<file path="config.mk">
export PLATFORM = sky130hd
export DESIGN_NAME = uart_block_loader_flat
export DESIGN_NICKNAME = d
export VERILOG_FILES = /design/src/rtl/uart_loader_pkg.sv /design/src/rtl/uart_block_loader_if.sv /design/src/rtl/uart_loader_timeout.sv /design/src/rtl/uart_block_loader.sv /design/src/flat_wrapper.sv
export SDC_FILE = /design/constraint.sdc
export NUM_CORES = 1
export LEC_CHECK = 0
export ABC_AREA = 1
export ABC_CLOCK_PERIOD_IN_PS = 3200
export CAP_MARGIN = 20
export CORE_MARGIN = 2
export CORE_UTILIZATION = 54
export CTS_CLUSTER_DIAMETER = 120
export DETAILED_ROUTE_END_ITERATION = 12
export GPL_ROUTABILITY_DRIVEN = 0
export HOLD_SLACK_MARGIN = 0.05
export PLACE_DENSITY = 0.81
export SLEW_MARGIN = 20
export SYNTH_ARGS = -nofsm -noshare
export SYNTH_HDL_FRONTEND = slang
export SYNTH_SLANG_ARGS = --single-unit
</file>
<file path="constraint.sdc">
create_clock -name iClock -period 3.2 [get_ports iClock]
set_input_delay 0.32 -clock iClock [delete_from_list [all_inputs] [get_ports iClock]]
set_output_delay 0.32 -clock iClock [all_outputs]
set_load 0.02 [all_outputs]
</file>
<file path="src/rtl/uart_loader_pkg.sv">
// rtl/uart_loader_pkg.sv - shared types and constants for the UART block loader
// Contents: loader state enum, abort cause codes, header field position helpers.
package uart_loader_pkg;

    typedef enum logic [2:0] {
        ST_IDLE,
        ST_DATA,
        ST_CHECK,
        ST_DONE,
        ST_ERROR
    } state_e;

    localparam logic [2:0] ERR_NONE       = 3'd0;
    localparam logic [2:0] ERR_ZERO_COUNT = 3'd1;
    localparam logic [2:0] ERR_TIMEOUT    = 3'd2;
    localparam logic [2:0] ERR_OVERRUN    = 3'd3;
    localparam logic [2:0] ERR_CHECKSUM   = 3'd4;

    // Header word: base address in the low ADDR_W bits, word count right above it.
    localparam int HDR_ADDR_LSB = 0;

    function automatic int hdr_cnt_lsb(input int addr_w);
        return addr_w;
    endfunction

    function automatic int hdr_cnt_msb(input int addr_w, input int cnt_w);
        return addr_w + cnt_w - 1;
    endfunction

endpackage

</file>
<file path="src/rtl/uart_block_loader_if.sv">
// rtl/uart_block_loader_if.sv - word input, memory write port and status bundle of the loader
// Signals: iWordAvailable/iUartRx32 from the packer, oMemWriteEnable/oMemAddress/oMemData/iMemAck
// towards the memory write mux, oBusy/oDone/oError/oErrorCode status.
// Modports: master = host/packer/memory side, slave = loader side.
interface uart_block_loader_if #(
    parameter int ADDR_W = 16
);
    logic              iWordAvailable;
    logic [31:0]       iUartRx32;
    logic              oMemWriteEnable;
    logic [ADDR_W-1:0] oMemAddress;
    logic [31:0]       oMemData;
    logic              iMemAck;
    logic              oBusy;
    logic              oDone;
    logic              oError;
    logic [2:0]        oErrorCode;

    modport master (
        output iWordAvailable, iUartRx32, iMemAck,
        input  oMemWriteEnable, oMemAddress, oMemData, oBusy, oDone, oError, oErrorCode
    );

    modport slave (
        input  iWordAvailable, iUartRx32, iMemAck,
        output oMemWriteEnable, oMemAddress, oMemData, oBusy, oDone, oError, oErrorCode
    );
endinterface

</file>
<file path="src/rtl/uart_loader_timeout.sv">
// rtl/uart_loader_timeout.sv - saturating idle counter for the loader
// Ports: clk, rst (async active-high), clear_i (restart from 0, wins over enable_i),
// enable_i (count this cycle), expired_o (counter has reached TIMEOUT_CYCLES).
module uart_loader_timeout #(
    parameter int TIMEOUT_CYCLES = 1_000_000
) (
    input  logic clk,
    input  logic rst,
    input  logic clear_i,
    input  logic enable_i,
    output logic expired_o
);
    localparam int CW = $clog2(TIMEOUT_CYCLES + 1);
    localparam logic [CW-1:0] LIMIT = CW'(TIMEOUT_CYCLES);

    logic [CW-1:0] count_q, count_d;

    // Holds at LIMIT so a long stall cannot wrap back into the "alive" range.
    always_comb begin
        count_d = count_q;
        if (clear_i) begin
            count_d = '0;
        end else if (enable_i && (count_q != LIMIT)) begin
            count_d = count_q + 1'b1;
        end
    end

    always_ff @(posedge clk or posedge rst) begin
        if (rst) begin
            count_q <= '0;
        end else begin
            count_q <= count_d;
        end
    end

    assign expired_o = (count_q == LIMIT);
endmodule

</file>
<file path="src/rtl/uart_block_loader.sv">
// rtl/uart_block_loader.sv - header-driven bulk loader from UART packer words into memory
// Ports: iClock, iReset (async active-high), bus (uart_block_loader_if.slave): packer words in,
// held write request out until iMemAck, busy/done/error status.
// Optional feature: define UART_LOADER_CHECKSUM_EN to require a trailer word equal to the
// 32-bit wrap-around sum of the payload before signalling done.
module uart_block_loader
    import uart_loader_pkg::*;
#(
    parameter int ADDR_W         = 16,
    parameter int CNT_W          = 16,
    parameter int TIMEOUT_CYCLES = 1_000_000
) (
    input  logic                 iClock,
    input  logic                 iReset,
    uart_block_loader_if.slave   bus
);
    localparam int CNT_LSB = hdr_cnt_lsb(ADDR_W);
    localparam int CNT_MSB = hdr_cnt_msb(ADDR_W, CNT_W);

    state_e              state_q, state_d;
    logic                avail_q;
    logic                buf_full_q, buf_full_d;
    logic [31:0]         buf_q, buf_d;
    logic [ADDR_W-1:0]   addr_q, addr_d;
    logic [CNT_W-1:0]    remaining_q, remaining_d;
    logic [2:0]          err_q, err_d;
`ifdef UART_LOADER_CHECKSUM_EN
    logic [31:0]         sum_q, sum_d;
`endif

    logic                stb;
    logic                ack;
    logic                expired;
    logic [31:0]         word;
    logic [CNT_W-1:0]    hdr_cnt;
    logic [ADDR_W-1:0]   hdr_addr;

    assign word     = bus.iUartRx32;
    assign stb      = bus.iWordAvailable & ~avail_q;
    assign hdr_cnt  = word[CNT_MSB:CNT_LSB];
    assign hdr_addr = word[ADDR_W-1:HDR_ADDR_LSB];
    // Ack only counts while a request is actually being presented.
    assign ack      = bus.iMemAck & buf_full_q & (state_q == ST_DATA);

    // Idle time is only charged while the loader waits on the host, never on memory.
    uart_loader_timeout #(
        .TIMEOUT_CYCLES(TIMEOUT_CYCLES)
    ) u_timeout (
        .clk      (iClock),
        .rst      (iReset),
        .clear_i  (stb),
        .enable_i (((state_q == ST_DATA) || (state_q == ST_CHECK)) && !buf_full_q),
        .expired_o(expired)
    );

    always_comb begin
        state_d     = state_q;
        buf_full_d  = buf_full_q;
        buf_d       = buf_q;
        addr_d      = addr_q;
        remaining_d = remaining_q;
        err_d       = err_q;
`ifdef UART_LOADER_CHECKSUM_EN
        sum_d       = sum_q;
`endif
        case (state_q)
            ST_IDLE: begin
                if (stb) begin
                    addr_d      = hdr_addr;
                    remaining_d = hdr_cnt;
                    buf_full_d  = 1'b0;
`ifdef UART_LOADER_CHECKSUM_EN
                    sum_d       = '0;
`endif
                    if (hdr_cnt == '0) begin
                        err_d   = ERR_ZERO_COUNT;
                        state_d = ST_ERROR;
                    end else begin
                        err_d   = ERR_NONE;
                        state_d = ST_DATA;
                    end
                end
            end
            ST_DATA: begin
                if (ack) begin
                    addr_d      = addr_q + 1'b1;
                    remaining_d = remaining_q - 1'b1;
                    buf_full_d  = 1'b0;
                end
                if (stb && buf_full_q && !ack) begin
                    err_d   = ERR_OVERRUN;
                    state_d = ST_ERROR;
                end else if (ack && (remaining_q == CNT_W'(1))) begin
`ifdef UART_LOADER_CHECKSUM_EN
                    // A word arriving with the last ack is already the trailer.
                    if (stb) begin
                        if (word == sum_q) begin
                            state_d = ST_DONE;
                        end else begin
                            err_d   = ERR_CHECKSUM;
                            state_d = ST_ERROR;
                        end
                    end else begin
                        state_d = ST_CHECK;
                    end
`else
                    state_d = ST_DONE;
`endif
                end else if (stb) begin
                    buf_full_d = 1'b1;
                    buf_d      = word;
`ifdef UART_LOADER_CHECKSUM_EN
                    sum_d      = sum_q + word;
`endif
                end else if (expired) begin
                    err_d   = ERR_TIMEOUT;
                    state_d = ST_ERROR;
                end
            end
            ST_CHECK: begin
`ifdef UART_LOADER_CHECKSUM_EN
                if (stb) begin
                    if (word == sum_q) begin
                        state_d = ST_DONE;
                    end else begin
                        err_d   = ERR_CHECKSUM;
                        state_d = ST_ERROR;
                    end
                end else if (expired) begin
                    err_d   = ERR_TIMEOUT;
                    state_d = ST_ERROR;
                end
`else
                state_d = ST_IDLE;
`endif
            end
            ST_DONE, ST_ERROR: begin
                buf_full_d = 1'b0;
                state_d    = ST_IDLE;
            end
            default: state_d = ST_IDLE;
        endcase
    end

    always_ff @(posedge iClock or posedge iReset) begin
        if (iReset) begin
            state_q     <= ST_IDLE;
            avail_q     <= 1'b0;
            buf_full_q  <= 1'b0;
            buf_q       <= '0;
            addr_q      <= '0;
            remaining_q <= '0;
            err_q       <= ERR_NONE;
`ifdef UART_LOADER_CHECKSUM_EN
            sum_q       <= '0;
`endif
        end else begin
            state_q     <= state_d;
            avail_q     <= bus.iWordAvailable;
            buf_full_q  <= buf_full_d;
            buf_q       <= buf_d;
            addr_q      <= addr_d;
            remaining_q <= remaining_d;
            err_q       <= err_d;
`ifdef UART_LOADER_CHECKSUM_EN
            sum_q       <= sum_d;
`endif
        end
    end

    assign bus.oMemWriteEnable = buf_full_q && (state_q == ST_DATA);
    assign bus.oMemAddress     = addr_q;
    assign bus.oMemData        = buf_q;
    assign bus.oBusy           = (state_q == ST_DATA) || (state_q == ST_CHECK);
    assign bus.oDone           = (state_q == ST_DONE);
    assign bus.oError          = (state_q == ST_ERROR);
    assign bus.oErrorCode      = err_q;
endmodule

</file>
<file path="src/flat_wrapper.sv">
// flat-port wrapper written by rule: the top's interface ports become plain ports
module uart_block_loader_flat import uart_loader_pkg::*;
#(
    parameter int ADDR_W         = 16,
    parameter int CNT_W          = 16,
    parameter int TIMEOUT_CYCLES = 1_000_000
)
  (iClock, iReset, bus_iWordAvailable, bus_iUartRx32, bus_iMemAck, bus_oMemWriteEnable, bus_oMemAddress, bus_oMemData, bus_oBusy, bus_oDone, bus_oError, bus_oErrorCode);
  uart_block_loader_if #(.ADDR_W(ADDR_W)) bus_i ();
  input  logic iClock;
  input  logic iReset;
  input wire logic [$bits(bus_i.iWordAvailable)-1:0] bus_iWordAvailable;
  input wire logic [$bits(bus_i.iUartRx32)-1:0] bus_iUartRx32;
  input wire logic [$bits(bus_i.iMemAck)-1:0] bus_iMemAck;
  output wire logic [$bits(bus_i.oMemWriteEnable)-1:0] bus_oMemWriteEnable;
  output wire logic [$bits(bus_i.oMemAddress)-1:0] bus_oMemAddress;
  output wire logic [$bits(bus_i.oMemData)-1:0] bus_oMemData;
  output wire logic [$bits(bus_i.oBusy)-1:0] bus_oBusy;
  output wire logic [$bits(bus_i.oDone)-1:0] bus_oDone;
  output wire logic [$bits(bus_i.oError)-1:0] bus_oError;
  output wire logic [$bits(bus_i.oErrorCode)-1:0] bus_oErrorCode;
  assign bus_i.iWordAvailable = bus_iWordAvailable;
  assign bus_i.iUartRx32 = bus_iUartRx32;
  assign bus_i.iMemAck = bus_iMemAck;
  assign bus_oMemWriteEnable = bus_i.oMemWriteEnable;
  assign bus_oMemAddress = bus_i.oMemAddress;
  assign bus_oMemData = bus_i.oMemData;
  assign bus_oBusy = bus_i.oBusy;
  assign bus_oDone = bus_i.oDone;
  assign bus_oError = bus_i.oError;
  assign bus_oErrorCode = bus_i.oErrorCode;
  uart_block_loader #(.ADDR_W(ADDR_W), .CNT_W(CNT_W), .TIMEOUT_CYCLES(TIMEOUT_CYCLES)) u_core (.iClock(iClock), .iReset(iReset), .bus(bus_i));
endmodule
</file>
# Word level (Yosys, flattened, before mapping)
# Cells that the tools add are included.
[totals]
mem_bits_rw = 0
latch_bits = 0
output_inout_bits = 55
elab_cells = 79
regBits = 92
memories = 0
romBits = 0
[op_classes]
reduce_logical = 20
magnitude_cmp = 0
shift = 0
n_bitwise = 6
add_sub_neg = 3
n_mul = 0
div_mod_pow = 0
mux = 28
eq_ne = 14
[ops]
columns = ["op", "count"]
rows = [
  ["2-to-1 mux 16 bit", 4],
  ["case mux 16 bit (2 select lines)", 2],
  ["2-to-1 mux 20 bit", 2],
  ["2-to-1 mux 3 bit", 11],
  ["adder 20 x 1 -> 20 bit, second input constant", 1],
  ["== test 20 bit, second input constant", 1],
  ["!= test 20 bit, second input constant", 1],
  ["adder 16 x 1 -> 16 bit, second input constant", 1],
  ["== test 16 x 1 -> 1 bit, second input constant", 1],
  ["zero test 16 bit", 1],
  ["subtractor 16 x 1 -> 16 bit, second input constant", 1],
  ["case mux 3 bit (2 select lines)", 2],
  ["== test 3 x 2 -> 1 bit, second input constant", 2],
  ["logical AND 1 bit", 6],
  ["2-to-1 mux 1 bit", 6],
  ["!= test 3 bit, second input constant", 2],
  ["AND reduction 3 bit", 2],
  ["AND reduction 5 bit", 1],
  ["!= test 2 x 1 -> 1 bit, second input constant", 2],
  ["!= test 4 x 3 -> 1 bit, second input constant", 1],
  ["!= test 4 bit, second input constant", 1],
  ["AND reduction 4 bit", 1],
  ["nonzero test 2 bit", 2],
  ["AND 1 bit", 3],
  ["11 further kinds", 14],
]

# Logic depth before layout (Yosys ltp)
# Gate-level depths: netlist of the first run.
[depth]
ltp_word = 7
mapped_depth = 11
depth_no_buf = 10

# Hierarchy
# A second synthesis of the first run with hierarchy kept.
[unflattened]
cells_unflattened = 747
hier_area_um2 = 5703.0
[by_module_without_submodules]
columns = ["mod", "seq_area_each_um2", "area_per_inst_um2", "instances", "cells_each"]
rows = [
  ["uart_block_loader", 1776.7, 4221.5, 1, 534],
  ["uart_loader_timeout", 500.5, 1481.4, 1, 213],
]

# Worst setup path after synthesis of the first run
# No wires, ideal clock.
[synth_timing]
path_type = "register -> register"
startpoint = "register u_core.state_q[2]"
endpoint = "register u_core.u_timeout.count_q[14]"
required_time_ns = 3.082
period_less_slack_ns = 1.524
path_slack_ns = 1.676
path_stages_with_launch = 11
arrival_time_ns = 1.405
cell_sequence = "dfrtp_1 inv_2 nand3_2 buf_6 nand2_1 nand2_1 nor2_2 nor2_1 buf_2 nand2_1 nand2_1"
[synth_via]
elab_chain_cells = 5
elab_cells_between_ends = 6
[synth_rtl]
columns = ["item", "line", "source"]
rows = [
  ["from (decl)", "uart_block_loader.sv:20", "state_e state_q, state_d;"],
  ["from (signal assigned)", "uart_block_loader.sv:158", "state_q <= state_d;"],
  ["== test 3 x 1 -> 1 bit / == test 3 x 2 -> 1 bit (equally long branches)", "n/a", ""],
  ["logical OR 1 bit *", "n/a", ""],
  ["named net bus_oBusy", "flat_wrapper.sv:18", "output wire logic [$bits(bus_i.oBusy)-1:0] bus_oBusy;"],
  ["logical AND 1 bit *", "uart_block_loader.sv:52", ".enable_i (((state_q == ST_DATA) || (state_q == ST_CHECK)) && !buf_full_q),"],
  ["logical AND 1 bit *", "uart_loader_timeout.sv:23", "end else if (enable_i && (count_q != LIMIT)) begin"],
  ["nonzero test 2 bit (no line) *", "n/a", ""],
  ["to (signal assigned)", "uart_loader_timeout.sv:32", "count_q <= count_d;"],
  ["to (decl)", "uart_loader_timeout.sv:16", "logic [CW-1:0] count_q, count_d;"],
]
# The timed path passes the listed nets; every way through them passes the cells marked *.
# A chain may end at the register's enable or synchronous reset.

# Worst setup path after layout of the first run
[layout_timing]
startpoint = "register u_core.state_q[2]"
endpoint = "register u_core.remaining_q[4]"
[layout_via]
elab_chain_cells = 4
elab_cells_between_ends = 8
[layout_rtl]
columns = ["item", "line", "source"]
rows = [
  ["== test 3 x 1 -> 1 bit", "uart_block_loader.sv:43, uart_block_loader.sv:66", ""],
  ["AND 1 bit", "uart_block_loader.sv:43", "assign ack = bus.iMemAck & buf_full_q & (state_q == ST_DATA);"],
  ["!= test 2 x 1 -> 1 bit (no line)", "n/a", ""],
  ["AND reduction 3 bit (no line)", "n/a", ""],
  ["to (signal assigned)", "uart_block_loader.sv:163", "remaining_q <= remaining_d;"],
  ["to (decl)", "uart_block_loader.sv:25", "logic [CNT_W-1:0] remaining_q, remaining_d;"],
]
# Parallel ways exist; a longest one is shown, timed or not.

==> results of run 1 <==
## how the worst min path moves through the flow
stage,slack [ps],cells after the start,startpoint,to
floorplan,350,0,bus_iWordAvailable,u_core.avail_q
global placement,470,2,u_core.bus.oMemData[28],u_core.bus.oMemData[28]
detailed placement,460,2,u_core.bus.oErrorCode[1],u_core.bus.oErrorCode[1]
CTS,350,2,iReset,u_core.bus.oMemData[20]
global route,390,2,iReset,u_core.bus.oMemData[14]
finish,330,2,iReset,u_core.bus.oMemData[14]
## metal layers
layer,share of wire,track usage,vias up
met1,0.43,0.348,2412
met5,0,0,-
li1,-,-,2504
met3,0.060,0.0345,27
met2,0.48,0.450,208
met4,0.026,0.108,0
## cell type report
cell class                      count  area share
Multi-Input combinational cell    520       0.395
Sequential cell                    91       0.347
Timing Repair Buffer               95       0.145
Clock buffer                       13      0.0242
Clock inverter                      3     0.00706
Tap cell                          133      0.0254
Inverter                           98      0.0563
## cells by family (layout without fill, tap and decap cells)
kind of cell,after synthesis,count (layout)
XOR/XNOR,19,19
buffers and inverters,125,209
AO/OA/AOI/OAI,121,121
other,1,1
adder cells (fa/ha/maj),5,5
AND/OR/NAND/NOR,374,374
flip-flops,91,91
## placed cells by master, fill, tap and decap left out, types with 2 or more instances in the layout
cell             instances
nand3_1                 46
nand3b_1                 5
clkbuf_1                 2
inv_1                   91
o21ai_0                 39
ha_1                     5
xor2_1                  19
nand3_2                  2
nor2_1                  69
nor3_1                   6
clkdlybuf4s50_1         89
o22ai_1                  2
o21ai_1                  3
clkbuf_8                11
nand4_1                 18
dfrtp_1                 91
nand2_1                212
inv_2                    6
a21oi_1                 38
nand2_2                 10
o21ai_2                 32
nor2_2                   4
buf_4                    5
## state kept, by name (all words and copies together) (netlist names)
name and flops:
u_core.remaining_q 16, u_core.avail_q 1, u_core.bus.oErrorCode 2, u_core.state_q 3
u_core.bus.oMemData 32, u_core.bus.oMemAddress 16, u_core.u_timeout.count_q 20, u_core.buf_full_q 1
## power by group through the flow
stage	clock (uW)	combinational [uW]	sequential [uW]
2_1_floorplan	0	1790	2300
3_3_place_gp	0	3090	2000
3_5_place_dp	0	3210	2010
4_1_cts	831	3230	1990
5_1_grt	867	3560	2060
6_report	826	3230	2000
## per-stage QoR
stage                     setup slack (ps)  hold WS (ps)  instances  utilization
after floorplan                        516           351        736            -
after global placement                 885           468        937        0.653
after detailed placement               735           465        937        0.653
after CTS                              913           346        953        0.674
after global routing                   650           393        953        0.674
final                                  884           333        953        0.674
==> impl_metrics.py, run 1 <==
metrics = {
    "synth": {
        "synth_top_area_share": 0.421,
        "yosysMostFrequentCell": "nand2_1",
        "synth-simple-area-share": 0.295,
        "ys_types": 33,
        "ys.flop_type": "dfrtp_1",
        "syn-instance-count": 736,
        "seq_area_frac_synth": 0.421,
        "synthAdderAreaFrac": 0.0116,
        "ys_ff_latch": 91,
        "synth-compound-area-share": 0.141,
        "syn-num-nets": 777,
        "async_flop_share": 1.00,
        "synth.top_cells.by_count": "nand2_1, inv_1, dfrtp_1",
        "synth_top_family_by_area": "simple AND/OR/NAND/NOR gates",
        "synth_mux_area_frac": 0,
        "synth_xor_area_frac": 0.0308,
        "synth_top_cell_by_area": "dfrtp_1",
        "ys.warnings.count": 0,
        "synth_area_sq_mm": 0.00541,
        "synth_edf_count": 0,
        "syn_area_per_cell_sq_um": 7.35,
        "synth_area_leaders": "dfrtp_1, nand2_1, inv_1, o21ai_2, nor2_1",
    },
    "die": {
        "coreArea_sq_mm": 0.00973,
        "die_w_um": 104,
        "die_area_sq_mm": 0.0108,
        "start_util": 0.556,
        "die_h_um": 104,
        "row_count": 36,
        "ios": 91,
    },
    "worst_setup_path": {
        "critPathMaxStageDelay_ps": 410,
        "crit_end": "u_core.remaining_q[4]",
        "reg2reg_depth": 10,
        "cp_slowest_cell": "buf_4",
        "crit_required_ps": 3450,
        "path_cells": "inv_2 -> nand3_2 -> buf_4 -> inv_2 -> nand2_1 -> nand2_2 -> buf_4 -> inv_2 -> o21ai_0 -> o2bb2ai_1",
        "cpMostUsedCell": "inv_2",
        "cp-end-kind": "flop",
        "startpoint": "u_core.state_q[2]",
        "crit_family": "buffers and inverters",
        "timing.rr.end": "u_core.remaining_q[4]",
        "worstSetupPathDepth": 10,
        "crit_buf_inv": 5,
        "r2r_start": "u_core.state_q[2]",
        "critPathKind": "flop to flop",
        "arrival_ps": 2570,
        "regToRegSetupSlack_ps": 880,
        "cp_max_fo": 43,
        "critPathLaunchType": "flop",
    },
    "cts": {
        "cts_sinks": 91,
        "ctsHoldBuffers": 0,
        "cts_resized": 0,
        "clockBufferDepth": 2,
        "cts_buffers": 9,
        "clk_pin_slew_worst_paths_ps": 90,
        "cts_tree": "built",
        "postCtsSetupRepairBufs": 0,
        "cts.htree.levels": 3,
        "cts-root-buf": "clkbuf_8",
        "clock_latency_ps": 370,
    },
    "layout": {
        "fin_nets": 856,
        "final_cell_area_sq_mm": 0.00656,
        "areaGrowthSynthToFinish_pct": 21.2,
        "antenna_cells": 0,
        "regArea_sq_mm": 0.00228,
        "multi_input_area_sq_mm": 0.00259,
        "drive_above_1_share": 0.0951,
        "fillCellCount": 830,
    },
    "min_path": {
        "holdCritPathClass": "primary input to asynchronous set/reset pin",
    },
    "sta": {
        "drv_slew": 0,
        "worst_pin_slew_ps": 933,
        "rsz0062_at_grt": "false",
        "finalHoldViolations": 0,
        "finalCritPeriodShare": 0.724,
        "fin_crit_ps": 2320,
        "skew_ps": 11.1,
        "setup_tns_ps": 0,
        "max-slew-margin-rel": 0.378,
        "clock.fmax_ghz": 0.432,
        "setup_violations": 0,
    },
    "placement": {
        "port_buffers": 89,
        "placedInstanceArea_sq_mm": 0.00635,
        "place_hpwl_mm": 10.3,
    },
    "route": {
        "dr.first_iter.drc_count": 377,
        "drtPass1Iterations": 5,
        "routed_via_density": 5.41,
        "vias": 5151,
        "route.detailed.drc": 0,
        "wirelength_mm": 14.0,
        "ant_nets": 0,
        "routedWlPerCell_um": 14.7,
    },
    "power_and_ir_drop": {
        "ir_drop_mv": 0.570,
        "pwr-share-clk": 0.136,
        "p_sw_frac": 0.462,
        "p_sw_uw": 2800,
        "leakage_uw": 0.00316,
        "power_frac_comb": 0.533,
        "p_int_uw": 3260,
        "pwr-share-seq": 0.330,
        "pwr_density_cell_mw_per_mm2": 924,
        "power_uw": 6060,
    },
    "run": {
        "maxCapViolCount": 0,
    },
    "global_route": {
        "grt_pass1_wl_mm": 23.5,
        "grt_overflow": 0,
        "antenna_found_initial": 0,
        "grt_usage": 0.266,
        "grt_start_max_net_pins": 65,
        "first_global_vias": 4859,
    },
    "outcome": {
        "status": "finished clean",
    },
}
Power figures use the tool's default switching activity.
==> run 2: changes to the inputs <==
--- a/config.mk
+++ b/config.mk
@@ -6,15 +6,15 @@
 export NUM_CORES = 1
 export LEC_CHECK = 0
 export ABC_AREA = 1
-export ABC_CLOCK_PERIOD_IN_PS = 3200
+export ABC_CLOCK_PERIOD_IN_PS = 2100
 export CAP_MARGIN = 20
 export CORE_MARGIN = 2
-export CORE_UTILIZATION = 54
+export CORE_UTILIZATION = 49
 export CTS_CLUSTER_DIAMETER = 120
 export DETAILED_ROUTE_END_ITERATION = 12
 export GPL_ROUTABILITY_DRIVEN = 0
 export HOLD_SLACK_MARGIN = 0.05
-export PLACE_DENSITY = 0.81
+export PLACE_DENSITY = 0.77
 export SLEW_MARGIN = 20
 export SYNTH_ARGS = -nofsm -noshare
 export SYNTH_HDL_FRONTEND = slang
==> constraint.sdc (replaced) <==
create_clock -name iClock -period 2.1 [get_ports iClock]
set_input_delay 0.21 -clock iClock [delete_from_list [all_inputs] [get_ports iClock]]
set_output_delay 0.21 -clock iClock [all_outputs]
set_load 0.02 [all_outputs]
==> impl_metrics.py, run 2 (synthesized netlist as in run 1, its figures left out) <==
metrics = {
    "outcome": {
        "status": "finished clean",
    },
    "sta": {
        "finalHoldViolations": 0,
        "drv_slew": 0,
        "finalCritPeriodShare": 0.930,
        "fin_crit_ps": 1950,
        "skew_ps": 13.3,
        "setup_tns_ps": 0,
        "fin_hold_ws_ps": 307,
        "clock.fmax_ghz": 0.512,
        "rsz0062_at_grt": "false",
        "setup_violations": 0,
    },
    "worst_setup_path": {
        "crit_required_ps": 1890,
        "startpoint": "u_core.state_q[0]",
        "cp_slowest_cell": "clkdlybuf4s50_1",
        "r2r_start": "u_core.u_timeout.count_q[0]",
        "arrival_ps": 1740,
        "path_cells": "inv_2 -> nand2_1 -> nor2_1 -> clkdlybuf4s50_1",
        "cp_max_fo": 7,
        "cp-end-kind": "output pin",
        "critPathMaxStageDelay_ps": 620,
        "crit_buf_inv": 2,
        "crit_family": "buffers and inverters",
        "critPathLaunchType": "flop",
        "critPathKind": "flop to output pin",
    },
    "die": {
        "start_util": 0.501,
        "die_w_um": 109,
        "die_area_sq_mm": 0.0119,
        "coreArea_sq_mm": 0.0108,
        "row_count": 38,
        "die_h_um": 109,
        "ios": 91,
    },
    "global_route": {
        "grt_usage": 0.245,
        "grt_pass1_wl_mm": 23.0,
        "grt_start_max_net_pins": 92,
        "grt_overflow": 0,
        "first_global_vias": 4708,
        "antenna_found_initial": 0,
    },
    "cts": {
        "clockBufferDepth": 2,
        "ctsHoldBuffers": 0,
        "clock_latency_ps": 370,
        "clk_pin_slew_worst_paths_ps": 90,
        "cts_tree": "built",
        "cts_resized": 0,
        "postCtsSetupRepairBufs": 0,
        "cts.htree.levels": 3,
        "cts_buffers": 9,
        "cts-root-buf": "clkbuf_8",
        "cts_sinks": 91,
    },
    "placement": {
        "port_buffers": 89,
        "place_hpwl_mm": 10.2,
    },
    "power_and_ir_drop": {
        "ir_drop_mv": 0.749,
        "power_uw": 9410,
        "pwr_density_cell_mw_per_mm2": 1410,
        "leakage_uw": 0.00323,
    },
    "layout": {
        "areaGrowthSynthToFinish_pct": 23.1,
        "fin_nets": 862,
        "largest_reg_flops": 32,
        "mostFrequentLayoutCell": "nand2_1",
        "antenna_cells": 0,
        "drive_above_1_share": 0.103,
        "layout_common_cells": "nand2_1, inv_1, dfrtp_1",
        "fin_util": 0.617,
    },
    "route": {
        "routed_via_density": 5.32,
        "dr.first_iter.drc_count": 378,
        "route.detailed.drc": 0,
        "drtPass1Iterations": 8,
        "wirelength_mm": 13.9,
        "routedWlPerCell_um": 14.4,
        "ant_nets": 0,
        "vias": 5143,
    },
    "min_path": {
        "min_from": "bus_iWordAvailable",
        "holdCritPathClass": "primary input to flop",
    },
    "run": {
        "maxCapViolCount": 0,
    },
}
## run 2: changes by cell type in the layout (fill, tap and decap cells not counted), sizes merged
cell,change
dlymetal6s2s,+2
buf,+6
clkinv,-2
inv,+1
clkdlybuf4s50,-2
clkinvlp,+2
clkbuf,-2
bufinv,+1
## run 2: cell type report
class / instances / area (sq um)
clock buffers: 11 / 141
clock inverters: 5 / 83.8
fillers: 957 / 4130
inverters: 98 / 372
multi-input cells: 520 / 2590
flip-flops and latches: 91 / 2280
well taps: 140 / 175
repair buffers: 101 / 1020
## run 2: stage by stage
stage               worst slack (ps)  instance area (sq um)  std cells
floorplan                        576                   5420        736
global placement                 229                   6430        950
detailed placement               191                   6430        950
CTS                             87.4                   6660        966
global route                    64.4                   6660        966
finish                           147                   6660        966
## run 2: worst register-to-register path, stage by stage (launching register included)
cell     delay [ps]
dfrtp_1         440
inv_1           160
ha_1            170
nand2_1          50
nor2_1          120
nand3_1          90
nor2_1          150
nor2_2           60
nor2_1           80
buf_4           240
nand2_1         100
nand2_1          80
## run 2: final timing paths
| kind | depth (start not counted) | to | slack, ps |
|---|---|---|---|
| min in group asynchronous | 3 | u_core.bus.oMemData[4] | 320 |
| hold reg to reg | 2 | u_core.bus.oMemData[28] | 490 |
| max in group asynchronous | 3 | u_core.u_timeout.count_q[2] | 1400 |
| hold / removal | 1 | u_core.avail_q | 310 |
| setup reg to reg | 11 | u_core.u_timeout.count_q[19] | 310 |
| setup / recovery | 4 | bus_oError | 150 |
## run 2: metal layers
metal  up-vias  global-route usage  part of all wire
met3        30              0.0377             0.070
met2       201               0.409              0.48
met1      2403               0.331              0.44
met4         0              0.0714             0.018
li1       2509                   -                 -
met5         -                   0                 0
## run 2: power breakdown
group          switching [uW]  total [uW]  internal (uW)
Clock                     643        1350            708
Sequential                656        3090           2430
Combinational            2990        4970           1970
